===== src/rtl/seg_scan_lxy.sv =====
// Time-multiplexed hex scanner for a common-anode 7-segment bank with frame-synchronous updates.
// Optional leading-zero blanking is enabled by defining SEG_SCAN_LZB_EN.
module seg_scan_lxy #(
  parameter int DIGITS   = 8,
  parameter int SCAN_DIV = 100000
) (
  input  logic                  clk,
  input  logic                  rst_n,
  input  logic [4*DIGITS-1:0]   data_in,
  input  logic                  load,
  output logic [DIGITS-1:0]     digit_sel,
  output logic [3:0]            digit_data,
  output logic                  frame_done
);

  localparam int IDX_W = (DIGITS > 1) ? $clog2(DIGITS) : 1;
  localparam int DIV_W = $clog2(SCAN_DIV);
  localparam int VAL_W = 4 * DIGITS;

  localparam logic [IDX_W-1:0] IDX_LAST = IDX_W'(DIGITS - 1);
  localparam logic [DIV_W-1:0] DIV_LAST = DIV_W'(SCAN_DIV - 1);

  logic [DIV_W-1:0]  div_q, div_d;
  logic [IDX_W-1:0]  idx_q, idx_d;
  logic [VAL_W-1:0]  active_q, active_d;
  logic [VAL_W-1:0]  pend_val_q, pend_val_d;
  logic              pend_q, pend_d;
  logic              wrap_q, wrap_d;
  logic [DIGITS-1:0] digit_sel_q, digit_sel_d;
  logic [3:0]        digit_data_q, digit_data_d;
  logic              frame_done_q, frame_done_d;

  logic tick;
  logic wrap;

`ifdef SEG_SCAN_LZB_EN
  logic [IDX_W-1:0] msd;
  logic             blank;
`endif

  // NOTE: every signal written here gets a default first, so no path can leave it unassigned and infer a latch.
  always_comb begin
    tick         = (div_q == DIV_LAST);
    wrap         = tick && (idx_q == IDX_LAST);
    div_d        = tick ? '0 : div_q + 1'b1;
    idx_d        = idx_q;
    active_d     = active_q;
    pend_val_d   = pend_val_q;
    pend_d       = pend_q;
    wrap_d       = wrap;
    frame_done_d = wrap_q;
    digit_data_d = 4'h0;

    if (tick) begin
      idx_d = (idx_q == IDX_LAST) ? '0 : idx_q + 1'b1;
    end

    // A load in the wrap cycle bypasses the pending register entirely.
    if (wrap) begin
      if (load) begin
        active_d = data_in;
      end else if (pend_q) begin
        active_d = pend_val_q;
      end
      pend_d = 1'b0;
    end else if (load) begin
      pend_val_d = data_in;
      pend_d     = 1'b1;
    end

    for (int k = 0; k < DIGITS; k++) begin
      if (idx_q == IDX_W'(k)) begin
        digit_data_d = active_q[4*k +: 4];
      end
    end

    digit_sel_d = ~(DIGITS'(1) << idx_q);

`ifdef SEG_SCAN_LZB_EN
    msd = '0;
    for (int k = 0; k < DIGITS; k++) begin
      if (active_q[4*k +: 4] != 4'h0) begin
        msd = IDX_W'(k);
      end
    end
    blank = (idx_q > msd);
    if (blank) begin
      digit_sel_d = '1;
    end
`endif
  end

  // NOTE: state flops use non-blocking assignments so every flop samples the pre-edge values of the others.
  always_ff @(posedge clk) begin
    if (!rst_n) begin
      div_q        <= '0;
      idx_q        <= '0;
      active_q     <= '0;
      pend_val_q   <= '0;
      pend_q       <= 1'b0;
      wrap_q       <= 1'b0;
      digit_sel_q  <= '1;
      digit_data_q <= 4'h0;
      frame_done_q <= 1'b0;
    end else begin
      div_q        <= div_d;
      idx_q        <= idx_d;
      active_q     <= active_d;
      pend_val_q   <= pend_val_d;
      pend_q       <= pend_d;
      wrap_q       <= wrap_d;
      digit_sel_q  <= digit_sel_d;
      digit_data_q <= digit_data_d;
      frame_done_q <= frame_done_d;
    end
  end

  assign digit_sel  = digit_sel_q;
  assign digit_data = digit_data_q;
  assign frame_done = frame_done_q;

endmodule

===== config.mk =====
export PLATFORM = sky130hd
export DESIGN_NAME = seg_scan_lxy
export DESIGN_NICKNAME = d
export VERILOG_FILES = /design/src/rtl/seg_scan_lxy.sv
export SDC_FILE = /design/constraint.sdc
export NUM_CORES = 1
export LEC_CHECK = 0
export ABC_AREA = 1
export ABC_CLOCK_PERIOD_IN_PS = 2200
export CORE_ASPECT_RATIO = 0.5
export CORE_MARGIN = 2
export CORE_UTILIZATION = 61
export CTS_BUF_LIST = sky130_fd_sc_hd__clkbuf_16
export CTS_CLUSTER_SIZE = 40
export DETAILED_ROUTE_END_ITERATION = 16
export PLACE_DENSITY = 0.94
export SYNTH_ARGS = -nofsm -noshare
export SYNTH_HDL_FRONTEND = slang
export SYNTH_SLANG_ARGS = --single-unit

===== constraint.sdc =====
create_clock -name clk -period 2.2 [get_ports clk]
set_input_delay 0.44 -clock clk [delete_from_list [all_inputs] [get_ports clk]]
set_output_delay 0.44 -clock clk [all_outputs]
set_load 0.01 [all_outputs]

==> results.md <==
Die:
- The floorplan has 22 rows.
- From bottom edge to top edge, the die measures 65.5 um.
- The overall die area is 0.00832 sq mm.
- Pin placement for this block handled 48 I/O pins.
- The region available for standard cell placement spans 0.00732 sq mm.
- The initial core utilization is 63.0%.
- The die is 127 um wide.

Critical path:
- In this run the worst path has a maximum fanout of 21.
- On the worst path, the slowest cell contributes a delay of 360 ps.
- The worst setup slack for register-to-register paths is 240 ps.
- At the worst endpoint, the required time is 2480 ps.
- The startpoint type of the worst setup path is a flip-flop.
- The slowest stage of the critical path belongs to the cell sky130_fd_sc_hd__dfxtp_1.
- The worst setup path is of the flip-flop to flip-flop kind.
- The most critical setup path has its startpoint at div_q[0]$_SDFF_PP0_.
- The depth of the most critical reg-to-reg path is 8.
- Walking the worst path, the cells encountered are ha_1, nand3_2, nor2_2, nand4_1, nand2_2, buf_6, o21ai_1, nor2_1.
- The endpoint identified for the worst register-to-register timing path is pend_val_q[3]$_SDFFE_PN0P_.
- The startpoint identified for the worst register-to-register timing path is div_q[0]$_SDFF_PP0_.
- Data arrives at the worst endpoint at 2240 ps.
- In this run the worst setup path terminates at pend_val_q[3]$_SDFFE_PN0P_.
- STA classifies the critical path endpoint as a flip-flop.

Power:
- The power per cell area is 680 mW/mm^2.
- Net switching is 22.7% of the power.
- Per report_power, the clock group accounts for 42.1% of the total.
- The combinational group share of total power is 7.5%.
- The cell internal power dissipation is 2.86 mW.
- Summed over all nets, the switching power comes to 0.840 mW.
- The sequential cell fraction of total power is 50.4%.
- In this run the static leakage power is 2.50 nW.
- Across the VDD grid, the largest voltage drop is 0.419 mV.

Job:
- Max-cap violations in this run came to 0.

GRT:
- Global routing used 27.2% of the available tracks across all layers.
- The maximum number of pins on one net before global-route repair is 36.
- The first global-routing pass estimated 17,700 um of wire.
- The initial antenna violation count is 0.
- The via count of the first global-routing pass is 3,878.
- The total congestion overflow is 0.

Timing:
- The max-slew violation total from the final report came to 0.
- The clock period minus worst slack is 1960 ps.
- The transition at the pin with the smallest max-transition slack is 439 ps.
- The count of final hold-check violations is 0.
- The relative slew slack is 70.6%.
- Between clock sinks in the finished design, the worst skew comes to 8.42 ps.
- The minimum hold slack is 422 ps.
- Based on the critical path, the design can be clocked at up to 510 MHz.
- Setup repair after global routing left no endpoint under its margin.
- The total negative slack is 0 ps.
- Setup violations remaining at the end of the flow were counted as 0.
- Dividing the final minimum period by the clock period gives 89.2%.

Detailed routing:
- The remaining routing DRC violations is 0.
- The remaining antenna violation count after routing is 0.
- The starting DRC count in detailed routing is 415.
- Across all layers, the routed design uses 4,142 vias.
- In the final routed layout, each cell accounts on average for 13.6 um.
- The mean number of vias per cell is 5.28.
- The routed design has 10,700 um of wire.
- The number of detailed-route iterations in the first pass is 5.

CTS:
- Counting along the longest clock path gives a buffer depth of 2.
- The level count of the clock H-tree is 3.
- The number of buffers added by the clock tree synthesis step is 9.
- Buffers added to address setup during post-CTS repair amount to 0.
- The count of instances resized after the clock tree is built is 0.
- CTS placed an instance of sky130_fd_sc_hd__clkbuf_16 at the clock tree root.
- For this design, the CTS-stage hold fixing added 0 buffers.
- After clock tree synthesis, the clock-pin slew on the worst setup and hold paths is 70 ps.
- Counting every sink on the clock net gives 99.
- TritonCTS built the clock tree.
- The clock network latency to the later pin of the worst-skew pair is 350 ps.

Synth:
- The total nets after synthesis is 684.
- In the synthesized netlist the dominant register cell turns out to be sky130_fd_sc_hd__dfxtp_1.
- In this run the cell area of the synthesized design comes to 0.00462 sq mm.
- For this run, asynchronously set or reset flops after synthesis account for 0%.
- Yosys mapped the design onto 30 distinct sky130hd cell types.
- The average instance area after synthesis is 7.19 sq um.
- Counting flops with a built-in enable in the synthesized netlist gives 0.
- The proportion of synthesized chip area in sequential cells is 42.9%.
- Yosys attributes the largest share of cell area to sky130_fd_sc_hd__dfxtp_1 (43%), sky130_fd_sc_hd__nor2_1 (13%), sky130_fd_sc_hd__nand2_1 (10%), sky130_fd_sc_hd__mux2_2 (7.8%), sky130_fd_sc_hd__inv_1 (5.8%).
- During synthesis, Yosys emitted a total of 0 warnings.
- Synthesis inferred 99 register bits.
- Synthesis produced a netlist whose cell count is 642.
- The top cell type by area accounts for 42.9% of the synthesized area.
- The leading area contributor after synthesis is sky130_fd_sc_hd__dfxtp_1.

Cells and area:
- Cells with a size suffix above 1 make up 10.9% of the layout.
- The number of inserted filler cells in the final layout is 514.
- The relative area change from synthesis to final layout is 17.9%.
- Summing all multi-input logic gate instances after layout gives 0.00218 sq mm.
- The post-layout instance area is 0.00544 sq mm.
- The most common cell after layout, fill and taps aside is sky130_fd_sc_hd__nor2_1.
- The final layout contains 726 nets.
- The antenna diode count is 0.
- The top cell types in the final layout, fill and taps aside, are sky130_fd_sc_hd__nor2_1 (156), sky130_fd_sc_hd__nand2_1 (128), sky130_fd_sc_hd__dfxtp_1 (99).
- Measured on the finished design, the core utilization comes to 74.4%.
- After the flow finishes, the layout carries non-filler instances totaling 785.
- The area taken by flip-flops and latches is 0.00198 sq mm.

Place:
- The post-placement cell count is 769.
- The port buffer count is 47.
- The global placer's final weighted congestion is 0.869.
- The post-placement cell area is 0.00514 sq mm.
- The HPWL after detailed placement is 6860 um.

Status:
- The flow ran to the end, and the final reports show no timing, DRC or antenna violations.

Min path:
- The startpoint of the worst hold path is frame_done_d$_SDFF_PN0_.
- The min-delay analysis places its worst path in the category flip-flop to flip-flop.
==> synth_stat cells (2+ instances only) <==
library cell               number
sky130_fd_sc_hd__nor2_1       156
sky130_fd_sc_hd__nand2_1      128
sky130_fd_sc_hd__dfxtp_1       99
sky130_fd_sc_hd__inv_1         71
sky130_fd_sc_hd__mux2_2        32
sky130_fd_sc_hd__o21ai_0       30
sky130_fd_sc_hd__nand3_1       21
sky130_fd_sc_hd__o21ai_1       17
sky130_fd_sc_hd__a21oi_1       14
sky130_fd_sc_hd__clkbuf_1      13
sky130_fd_sc_hd__ha_1           7
sky130_fd_sc_hd__nor3_1         7
sky130_fd_sc_hd__buf_6          6
sky130_fd_sc_hd__inv_2          5
sky130_fd_sc_hd__nand4_1        5
sky130_fd_sc_hd__xor2_1         5
sky130_fd_sc_hd__buf_2          4
sky130_fd_sc_hd__buf_4          4
sky130_fd_sc_hd__nor2_2         3
sky130_fd_sc_hd__nand2_2        2
sky130_fd_sc_hd__nand3_2        2
sky130_fd_sc_hd__nor3b_1        2
sky130_fd_sc_hd__or2_2          2
==> sequential cells by signal (all words and copies together), names as in the netlist <==
register      flops
active_q         32
frame_done        1
pend_val_q       32
digit_sel         8
frame_done_d      1
digit_data        4
pend_q            1
idx_q             3
div_q            17
==> worst min-delay path by stage <==
stage | slack [ps] | depth (start not counted) | endpoint
5_1_grt | 440 | 2 | frame_done$_SDFF_PN0_
3_5_place_dp | 400 | 2 | frame_done$_SDFF_PN0_
3_3_place_gp | 400 | 2 | frame_done$_SDFF_PN0_
4_1_cts | 420 | 2 | frame_done$_SDFF_PN0_
6_report | 420 | 2 | frame_done$_SDFF_PN0_
2_1_floorplan | 390 | 2 | frame_done$_SDFF_PN0_
==> layout make-up <==
cell class              instances  area share, %
inverters                      76           5.29
flip-flops and latches         99           36.4
clock buffers                   9           4.14
repair buffers                 58           10.6
multi-input cells             440           40.1
clock inverters                 7           1.29
well taps                      96           2.21
==> critical path, delay by kind of cell (launching register included) <==
family / cells / cell delay (ps)
simple gates: 5 / 990
flops: 1 / 360
fa+ha+maj: 1 / 210
buf+inv: 1 / 230
compound gates: 1 / 80
==> power by group through the flow <==
stage               registers, mW  clock network [mW]  logic, mW
finish                       1.87                1.56      0.277
global route                 1.87                1.66      0.302
CTS                          1.86                1.57      0.274
detailed placement           1.90                   0      0.266
global placement             1.90                   0      0.259
floorplan                    1.90                   0      0.170
==> metal layers <==
layer  share of wire [%]  GRT usage, %
met5                   0             0
met4                 2.4          10.6
met3                 7.0          7.98
met2                  48          45.5
met1                  43          33.6
==> kinds of logic after synthesis <==
group / share of synthesized area, %
and+or+nand+nor: 29.3
buffers and inverters: 9.79
DFF: 42.9
AOI/OAI and AO/OA: 7.10
muxes: 7.81
adders and majority gates: 1.90
xor gates and xnor gates: 1.14
==> stage by stage <==
step	setup WS (ps)	power, mW
2_1_floorplan	660	2.07
3_3_place_gp	281	2.16
3_5_place_dp	217	2.17
4_1_cts	169	3.71
5_1_grt	52.3	3.83
6_report	237	3.70
No activity file was read; power rests on OpenSTA's default activity.
